$ cat src/rtl/udar_pkg.sv
// Shared definitions for the ultrasonic ranging blocks (trigger generator and
// echo measurement).
package udar_pkg;

    typedef enum logic [1:0] {
        ST_IDLE      = 2'd0,
        ST_WAIT_RISE = 2'd1,
        ST_MEASURE   = 2'd2,
        ST_DONE      = 2'd3
    } state_t;

    // clk cycles per timing tick; 1 us at 50 MHz, same base as the trigger block
    localparam int TICK_DIV_DEFAULT = 50;

endpackage

$ cat src/rtl/echo_meas_if.sv
// Request/result handshake between the echo measurement block and the
// distance logic that consumes its results.
interface echo_meas_if #(
    parameter int CNT_LEN = 16
);
    logic               start;
    logic [CNT_LEN-1:0] timeout;
    logic               ack;
    logic               busy;
    logic               valid;
    logic [CNT_LEN-1:0] width;
    logic               tout;

    modport master (
        output start, timeout, ack,
        input  busy, valid, width, tout
    );

    modport slave (
        input  start, timeout, ack,
        output busy, valid, width, tout
    );
endinterface

$ cat src/rtl/echo_sync.sv
// Brings the raw echo into the clk domain and flags its edges one cycle wide.
module echo_sync #(
    parameter int SYNC_STAGES = 2
) (
    input  logic clk,
    input  logic rst,
    input  logic echo,
    output logic level,
    output logic rise,
    output logic fall
);

    logic [SYNC_STAGES-1:0] sync_reg;
    logic                   prev_reg;

    always_ff @(posedge clk or negedge rst) begin
        if (!rst) begin
            sync_reg <= '0;
            prev_reg <= 1'b0;
        end else begin
            sync_reg <= {sync_reg[SYNC_STAGES-2:0], echo};
            prev_reg <= sync_reg[SYNC_STAGES-1];
        end
    end

    assign level = sync_reg[SYNC_STAGES-1];
    assign rise  = level & ~prev_reg;
    assign fall  = ~level & prev_reg;

endmodule

$ cat src/rtl/echo_meas.sv
// Waits for the echo rising edge after a trigger, measures the high time in
// prescaled ticks and hands the width (or a timeout) to the consumer.
module echo_meas
    import udar_pkg::*;
#(
    parameter int CNT_LEN     = 16,
    parameter int TICK_DIV    = TICK_DIV_DEFAULT,
    parameter int SYNC_STAGES = 2
) (
    input  logic       clk,
    input  logic       rst,
    input  logic       echo,
    echo_meas_if.slave bus
);

    localparam int               PRE_W   = $clog2(TICK_DIV);
    localparam logic [PRE_W-1:0] PRE_MAX = PRE_W'(TICK_DIV - 1);

    state_t             state_reg, state_next;
    logic [PRE_W-1:0]   pre_reg, pre_next;
    logic [CNT_LEN-1:0] cnt_reg, cnt_next;
    logic [CNT_LEN-1:0] width_reg, width_next;
    logic               tout_reg, tout_next;

    logic               echo_level;
    logic               echo_rise;
    logic               echo_fall;
    logic               pulse_end;
    logic               tick;
    logic [CNT_LEN:0]   cnt_inc;
    logic               limit;

    echo_sync #(
        .SYNC_STAGES(SYNC_STAGES)
    ) u_sync (
        .clk  (clk),
        .rst  (rst),
        .echo (echo),
        .level(echo_level),
        .rise (echo_rise),
        .fall (echo_fall)
    );

    // a fall always coincides with the synchronized level being low
    assign pulse_end = echo_fall & ~echo_level;

    assign tick    = (pre_reg == PRE_MAX);
    // one bit wider so a timeout at the counter's full scale still compares correctly
    assign cnt_inc = {1'b0, cnt_reg} + {{CNT_LEN{1'b0}}, 1'b1};
    assign limit   = (cnt_inc >= {1'b0, bus.timeout});

    always_ff @(posedge clk or negedge rst) begin
        if (!rst) begin
            state_reg <= ST_IDLE;
            pre_reg   <= '0;
            cnt_reg   <= '0;
            width_reg <= '0;
            tout_reg  <= 1'b0;
        end else begin
            state_reg <= state_next;
            pre_reg   <= pre_next;
            cnt_reg   <= cnt_next;
            width_reg <= width_next;
            tout_reg  <= tout_next;
        end
    end

    always_comb begin
        state_next = state_reg;
        pre_next   = tick ? '0 : pre_reg + PRE_W'(1);
        cnt_next   = cnt_reg;
        width_next = width_reg;
        tout_next  = tout_reg;

        case (state_reg)
            ST_IDLE: begin
                pre_next = '0;
                if (bus.start) begin
                    state_next = ST_WAIT_RISE;
                    cnt_next   = '0;
                end
            end

            ST_WAIT_RISE: begin
                if (echo_rise) begin
                    state_next = ST_MEASURE;
                    cnt_next   = '0;
                    pre_next   = '0;
                end else if (tick) begin
                    if (limit) begin
                        state_next = ST_DONE;
                        width_next = '0;
                        tout_next  = 1'b1;
                    end else begin
                        cnt_next = cnt_inc[CNT_LEN-1:0];
                    end
                end
            end

            ST_MEASURE: begin
                // the tick coinciding with the fall is deliberately not counted
                if (pulse_end) begin
                    state_next = ST_DONE;
                    width_next = cnt_reg;
                    tout_next  = 1'b0;
                end else if (tick) begin
                    if (limit) begin
                        state_next = ST_DONE;
                        width_next = bus.timeout;
                        tout_next  = 1'b1;
                    end else begin
                        cnt_next = cnt_inc[CNT_LEN-1:0];
                    end
                end
            end

            ST_DONE: begin
                pre_next = '0;
                if (bus.ack) begin
                    state_next = ST_IDLE;
                end
            end

            default: begin
                state_next = ST_IDLE;
                pre_next   = '0;
            end
        endcase
    end

    assign bus.busy  = (state_reg != ST_IDLE);
    assign bus.valid = (state_reg == ST_DONE);
    assign bus.width = width_reg;
    assign bus.tout  = tout_reg;

endmodule

$ cat src/flat_wrapper.sv
// flat-port wrapper written by rule: the top's interface ports become plain ports
module echo_meas_flat import udar_pkg::*;
#(
    parameter int CNT_LEN     = 16,
    parameter int TICK_DIV    = TICK_DIV_DEFAULT,
    parameter int SYNC_STAGES = 2
)
  (clk, rst, echo, bus_start, bus_timeout, bus_ack, bus_busy, bus_valid, bus_width, bus_tout);
  echo_meas_if #(.CNT_LEN(CNT_LEN)) bus_i ();
  input  logic clk;
  input  logic rst;
  input  logic echo;
  input wire logic [$bits(bus_i.start)-1:0] bus_start;
  input wire logic [$bits(bus_i.timeout)-1:0] bus_timeout;
  input wire logic [$bits(bus_i.ack)-1:0] bus_ack;
  output wire logic [$bits(bus_i.busy)-1:0] bus_busy;
  output wire logic [$bits(bus_i.valid)-1:0] bus_valid;
  output wire logic [$bits(bus_i.width)-1:0] bus_width;
  output wire logic [$bits(bus_i.tout)-1:0] bus_tout;
  assign bus_i.start = bus_start;
  assign bus_i.timeout = bus_timeout;
  assign bus_i.ack = bus_ack;
  assign bus_busy = bus_i.busy;
  assign bus_valid = bus_i.valid;
  assign bus_width = bus_i.width;
  assign bus_tout = bus_i.tout;
  echo_meas #(.CNT_LEN(CNT_LEN), .TICK_DIV(TICK_DIV), .SYNC_STAGES(SYNC_STAGES)) u_core (.clk(clk), .rst(rst), .echo(echo), .bus(bus_i));
endmodule
$ cat config.mk
export PLATFORM = sky130hd
export DESIGN_NAME = echo_meas_flat
export DESIGN_NICKNAME = d
export VERILOG_FILES = /design/src/rtl/udar_pkg.sv /design/src/rtl/echo_meas_if.sv /design/src/rtl/echo_sync.sv /design/src/rtl/echo_meas.sv /design/src/flat_wrapper.sv
export SDC_FILE = /design/constraint.sdc
export NUM_CORES = 1
export LEC_CHECK = 0
export CORE_ASPECT_RATIO = 0.7
export CORE_MARGIN = 2
export CORE_UTILIZATION = 40
export CTS_BUF_LIST = sky130_fd_sc_hd__clkbuf_4 sky130_fd_sc_hd__clkbuf_8 sky130_fd_sc_hd__clkbuf_16
export DETAILED_ROUTE_END_ITERATION = 16
export DONT_BUFFER_PORTS = 1
export SETUP_SLACK_MARGIN = 0.3
export SLEW_MARGIN = 20
export SYNTH_ARGS = -nofsm -noshare
export SYNTH_HDL_FRONTEND = slang
export SYNTH_SLANG_ARGS = --single-unit
$ cat constraint.sdc
create_clock -name clk -period 4 [get_ports clk]
set_input_delay 0.8 -clock clk [delete_from_list [all_inputs] [get_ports clk]]
set_output_delay 0.8 -clock clk [all_outputs]
set_load 0.01 [all_outputs]
==> flow_metrics.py, run 1 <==
metrics = {
    "routing": {
        "wl_per_cell_um": 17.9,
        "dr.pass1.iters": 4,
        "viasPerCell": 5.66,
        "drt-total-wl_um": 6770,
        "vias": 2140,
        "drc": 0,
        "first_iter_violations": 131,
        "drtAntennaViolNets": 0,
    },
    "clock_network": {
        "insertion_delay_ns": 0.30,
        "cts_buffers": 5,
        "clock-sinks": 44,
        "cts_tree": "yes",
        "clockBufferDepth": 2,
        "cts-root-buf": "clkbuf_8",
        "cts.clk_slew.worst_paths_ns": 0.08,
        "htreeDepth": 2,
    },
    "layout": {
        "layout.nets": 329,
        "area_delta_synth_final_pct": 10.1,
        "drive_gt1_frac": 0.197,
        "diodes": 0,
        "postLayoutCoreUtil": 0.463,
        "num-fill-cells": 659,
    },
    "pwr": {
        "power_density_nw_per_um2": 499,
        "peakVddDrop_mv": 0.190,
        "leakage_nw": 1.53,
        "finalPower_w": 0.00159,
    },
    "critical_path": {
        "crit_required_ns": 4.19,
        "path_class": "reg2reg",
        "cp-start-kind": "register",
        "crit_chain": "ha_4 > and3_1 > nand3_1 > buf_4 > inv_1 > and3_1 > xor2_1 > ha_1 > nand4_1 > nor2_2 > inv_1 > o211ai_2 > nand3_2 > a21oi_4 > buf_4 > mux2_2",
        "cp_slowest_stage_delay_ns": 0.45,
        "cp.arrival_ns": 3.69,
        "crit_path_max_fanout": 5,
        "endpoint_kind": "register",
        "cp_slowest_cell": "dfrtp_2",
    },
    "floorplan": {
        "die_w_um": 106,
        "die_area_um2": 7950,
        "initial_core_util": 0.421,
        "pin_count": 40,
        "core_um2": 6880,
        "row_count": 25,
        "die_y_um": 75.2,
    },
    "synth": {
        "yosys.area_share.simple": 0.130,
        "synth_area_leaders": "dfrtp_1 38%, ha_1 11%, mux2_4 5.2%",
        "synth_edf_count": 0,
        "synthXorXnorAreaFrac": 0.0544,
        "synth_top_family_by_area": "compound AO/OA/AOI/OAI gates",
        "netlist.area_leader.share": 0.380,
        "syn_area_um2": 2900,
        "synth_fa_ha_area_frac": 0.108,
        "ys_ff_latch": 44,
        "ys_seq_area_frac": 0.380,
        "async_flop_share": 1.00,
        "ys_types": 51,
        "ys_warn_count": 0,
        "synth_mux_area_frac": 0.0751,
        "avgSynthCellArea_um2": 10.4,
        "syn_inst": 279,
        "yosys.area.top_type": "dfrtp_1",
        "synth_compound_area_frac": 0.188,
        "synthFlopType": "dfrtp_1",
        "yosysMostFrequentCell": "dfrtp_1",
        "syn-num-nets": 325,
        "synthTopCellsByCount": "44 x dfrtp_1, 26 x inv_1, 25 x ha_1",
    },
    "timing": {
        "period_minus_slack_ns": 3.50,
        "fmax_mhz": 286,
        "rsz0062_at_grt": "no",
        "fin_crit_sh": 0.875,
        "hold_viol": 0,
        "skew_ns": 0.00725,
        "max-slew-margin-rel": 0.381,
        "tns_ns": 0,
        "worst_pin_slew_ns": 0.923,
        "setup_viol": 0,
        "slew_viol_final": 0,
    },
    "global_route": {
        "track_usage": 0.175,
        "grt_pass1_vias": 1984,
        "grt_pass1_wl_um": 10700,
        "grt_max_degree": 45,
        "overflow": 0,
        "antenna_found_initial": 0,
    },
    "outcome": {
        "outcome": "finished clean",
    },
    "placement": {
        "dp_hpwl_um": 4930,
        "gp_congestion": 0.847,
        "portBuffers": 0,
    },
    "job": {
        "cap_violations": 0,
    },
    "min_path": {
        "hold_path.class": "in2async",
    },
}
-- cell families (layout without fill, tap and decap cells) --
kind of cell               Yosys count  after routing
muxes                               16             16
and+or+nand+nor                     66             66
adders and majority gates           25             25
xor gates and xnor gates            18             18
buffers and inverters               39             43
AOI/OAI and AO/OA                   71             72
DFF                                 44             44
-- cell usage in the layout, fill, tap and decap left out, types with 3 or more instances in the layout --
cell type and n:
dfrtp_1 40, inv_1 26, ha_1 24, a22o_1 16
a21oi_1 16, nor2_1 13, xnor2_1 12, nand3_1 11
mux2_4 10, o21ai_0 9, a32o_1 9, nand4_1 8
buf_4 8, and3_1 7, nand2_1 7, mux2_2 6
xor2_1 5, clkbuf_8 5, o31ai_1 4, dfrtp_2 4
a21o_1 3
-- repair_timing --
item | CTS | global route
cloned | 1 | 0
hold buffers | 0 | 0
endpoints found under the setup margin | 21 | 34
pin swaps | 1 | 4
setup buffers | 0 | 5
gates resized for setup | 3 | 11
-- final timing paths --
| path | startpoint | endpoint | slack (ns) | cells past startpoint |
|---|---|---|---|---|
| setup / recovery | u_core.cnt_reg[1]$_DFFE_PN0P_ | u_core.bus.width[8]$_DFFE_PN0P_ | 0.50 | 16 |
| hold / removal | rst | u_core.cnt_reg[12]$_DFFE_PN0P_ | 0.18 | 0 |
| setup reg to reg | u_core.cnt_reg[1]$_DFFE_PN0P_ | u_core.bus.width[8]$_DFFE_PN0P_ | 0.50 | 16 |
| hold reg to reg | u_core.u_sync.sync_reg[0]$_DFF_PN0_ | u_core.u_sync.sync_reg[1]$_DFF_PN0_ | 0.36 | 0 |
| max in group asynchronous | rst | u_core.cnt_reg[4]$_DFFE_PN0P_ | 3.71 | 0 |
| min in group clk | u_core.u_sync.sync_reg[0]$_DFF_PN0_ | u_core.u_sync.sync_reg[1]$_DFF_PN0_ | 0.36 | 0 |
-- area by class of cell --
class,instances,area [µm²],share of cell area
timing repair buffer,9,80.1,0.0251
multi-input combinational,197,1680,0.526
clock inverter,2,35.0,0.0110
inverter,26,97.6,0.0306
sequential,44,1110,0.347
clock buffer,6,76.3,0.0239
tap,94,118,0.0369
-- routing by layer --
layer  GRT usage  share of wire
met5           0              0
met3      0.0442          0.087
met4      0.0482         0.0099
met1       0.266           0.52
met2       0.244           0.39
-- stage by stage --
stage	setup slack, ns	instance area [µm²]	instances	hold WS (ns)
floorplan	0.566	2900	279	0.331
global placement	0.287	2960	364	0.338
detailed placement	0.189	2960	364	0.347
CTS	0.342	3090	373	0.177
global route	0.298	3190	378	0.165
finish	0.501	3190	378	0.185
-- critical path: cells and delay by family (launching register included) --
| kind | cells | cell delay (ns) |
|---|---|---|
| xor gates and xnor gates | 1 | 0.16 |
| AOI/OAI and AO/OA | 2 | 0.41 |
| adders and majority gates | 2 | 0.51 |
| muxes | 1 | 0.33 |
| and+or+nand+nor | 6 | 1.06 |
| DFF | 1 | 0.45 |
| buffers and inverters | 4 | 0.47 |
-- power by group --
| group | internal [W] | switching, W |
|---|---|---|
| Sequential | 0.000498 | 0.0000614 |
| Combinational | 0.000288 | 0.000397 |
| Clock | 0.000192 | 0.000154 |
| Total | 0.000979 | 0.000612 |
(Power assumes the default switching activity.)
==> inputs of run 2 (changes only) <==
Settings changed: SKIP_CTS_REPAIR_TIMING set to 1, SLEW_MARGIN 20 to 10.
==> run 2 against run 1 <==
Against the previous run: sequential cell count stayed put; die area stayed put; fmax is 0.60% lower.
==> flow_metrics.py, run 2 (same netlist as run 1, synthesis figures left out) <==
metrics = {
    "critical_path": {
        "cp.arrival_ns": 3.71,
        "crit_required_ns": 4.19,
        "worst-r2r-setup-slack_ns": 0.48,
        "critical_path.startpoint": "u_core.cnt_reg[4]$_DFFE_PN0P_",
        "endpoint_kind": "register",
        "crit_path_max_fanout": 9,
        "cp-start-kind": "register",
        "r2r_cells": 14,
        "rr_startpoint": "u_core.cnt_reg[4]$_DFFE_PN0P_",
        "cp_slowest_stage_delay_ns": 0.49,
        "path_class": "reg2reg",
        "reg2reg_to": "u_core.bus.width[6]$_DFFE_PN0P_",
        "crit_chain": "and3_1 > and3_1 > and2_1 > nand4_1 > xnor2_1 > ha_1 > nand4_1 > nor2_1 > inv_1 > o2111ai_1 > nand2_2 > a21oi_4 > buf_4 > mux2_4",
        "cp_slowest_cell": "dfrtp_1",
        "endpoint": "u_core.bus.width[6]$_DFFE_PN0P_",
    },
    "pwr": {
        "power_density_nw_per_um2": 482,
        "leakage_nw": 1.52,
        "peakVddDrop_mv": 0.202,
    },
    "clock_network": {
        "insertion_delay_ns": 0.30,
        "cts_tree": "yes",
        "cts.clk_slew.worst_paths_ns": 0.09,
        "htreeDepth": 2,
        "cts-root-buf": "clkbuf_8",
        "cts_buffers": 5,
        "clockBufferDepth": 2,
        "clock-sinks": 44,
    },
    "layout": {
        "layout.cells.non_filler": 376,
        "layout_common_cells": "41 x dfrtp_1, 26 x inv_1, 24 x ha_1",
        "drive_gt1_frac": 0.184,
        "area_delta_synth_final_pct": 8.68,
        "layout_commonest_cell": "dfrtp_1",
        "layout.nets": 327,
        "diodes": 0,
    },
    "min_path": {
        "hold_path.class": "in2async",
    },
    "routing": {
        "first_iter_violations": 139,
        "dr.pass1.iters": 4,
        "wl_per_cell_um": 17.6,
        "drt-total-wl_um": 6600,
        "drtAntennaViolNets": 0,
        "viasPerCell": 5.67,
        "vias": 2132,
        "drc": 0,
    },
    "timing": {
        "max-slew-margin-rel": 0.382,
        "hold_ws_ns": 0.183,
        "tns_ns": 0,
        "worst_pin_slew_ns": 0.922,
        "hold_viol": 0,
        "skew_ns": 0.00860,
        "fmax_mhz": 284,
        "setup_viol": 0,
        "slew_viol_final": 0,
        "period_minus_slack_ns": 3.52,
        "fin_crit_sh": 0.880,
        "rsz0062_at_grt": "no",
    },
    "placement": {
        "portBuffers": 0,
        "placed_cells": 364,
        "dp_hpwl_um": 4930,
        "gp_congestion": 0.847,
    },
    "global_route": {
        "overflow": 0,
        "track_usage": 0.171,
        "grt_max_degree": 45,
        "grt_pass1_vias": 1973,
        "antenna_found_initial": 0,
        "grt_pass1_wl_um": 10500,
    },
    "floorplan": {
        "die_w_um": 106,
        "core_um2": 6880,
        "pin_count": 40,
        "die_area_um2": 7950,
        "die_y_um": 75.2,
        "initial_core_util": 0.421,
        "row_count": 25,
    },
    "outcome": {
        "outcome": "finished clean",
    },
    "job": {
        "cap_violations": 0,
    },
}
run 2: changes by cell type in the layout (fill, tap and decap cells not counted):
cell,previous run,this run
dfrtp_2,4,3
dfrtp_1,40,41
buf_12,1,0
nor2_2,2,1
a21oi_4,2,1
nor2_1,13,14
run 2: where the power goes:
part / internal [W] / leakage [nW] / switching [W]
sequential: 0.000498 / 0.597 / 0.0000614
clock: 0.000192 / 0.0586 / 0.000155
combinational: 0.000246 / 0.861 / 0.000364
run 2: final cells by class:
cell class              count  area (µm²)
well taps                  94         118
clock buffers               6        76.3
clock inverters             2        35.0
flip-flops and latches     44        1100
fillers                   659        3730
repair buffers              8        60.1
inverters                  26        97.6
multi-input cells         196        1660
run 2: stage by stage:
step	power (W)	util	instance area, µm²	setup WS [ns]
3_5_place_dp	0.00115	0.430	2960	0.189
3_3_place_gp	0.00115	0.430	2960	0.287
4_1_cts	0.00150	0.446	3070	0.156
2_1_floorplan	0.00105	-	2900	0.566
6_report	0.00152	0.458	3150	0.480
5_1_grt	0.00161	0.458	3150	0.283
run 2: worst max-delay path, delay by kind of cell, from the launching register on:
| family | cells | cell delay, ns |
|---|---|---|
| flops | 1 | 0.49 |
| simple gates | 7 | 1.35 |
| compound gates | 2 | 0.39 |
| buf+inv | 2 | 0.35 |
| mux | 1 | 0.32 |
| xor+xnor | 1 | 0.18 |
| fa+ha+maj | 1 | 0.31 |
run 2: how the worst min path moves through the flow:
| stage | from | end | slack, ns |
|---|---|---|---|
| 2_1_floorplan | u_core.u_sync.sync_reg[0]$_DFF_PN0_ | u_core.u_sync.sync_reg[1]$_DFF_PN0_ | 0.33 |
| 3_3_place_gp | u_core.u_sync.sync_reg[0]$_DFF_PN0_ | u_core.u_sync.sync_reg[1]$_DFF_PN0_ | 0.34 |
| 3_5_place_dp | u_core.u_sync.sync_reg[0]$_DFF_PN0_ | u_core.u_sync.sync_reg[1]$_DFF_PN0_ | 0.35 |
| 4_1_cts | rst | u_core.bus.width[2]$_DFFE_PN0P_ | 0.18 |
| 5_1_grt | rst | u_core.bus.width[10]$_DFFE_PN0P_ | 0.17 |
| 6_report | rst | u_core.pre_reg[4]$_DFF_PN0_ | 0.18 |
run 2: layer usage:
layer / wire length (µm) / up-vias / track usage
met5: 0 / - / 0
met4: 66 / 0 / 0.0482
met3: 449 / 6 / 0.0442
met2: 2520 / 68 / 0.240
met1: 3570 / 1028 / 0.259
li1: - / 1030 / -
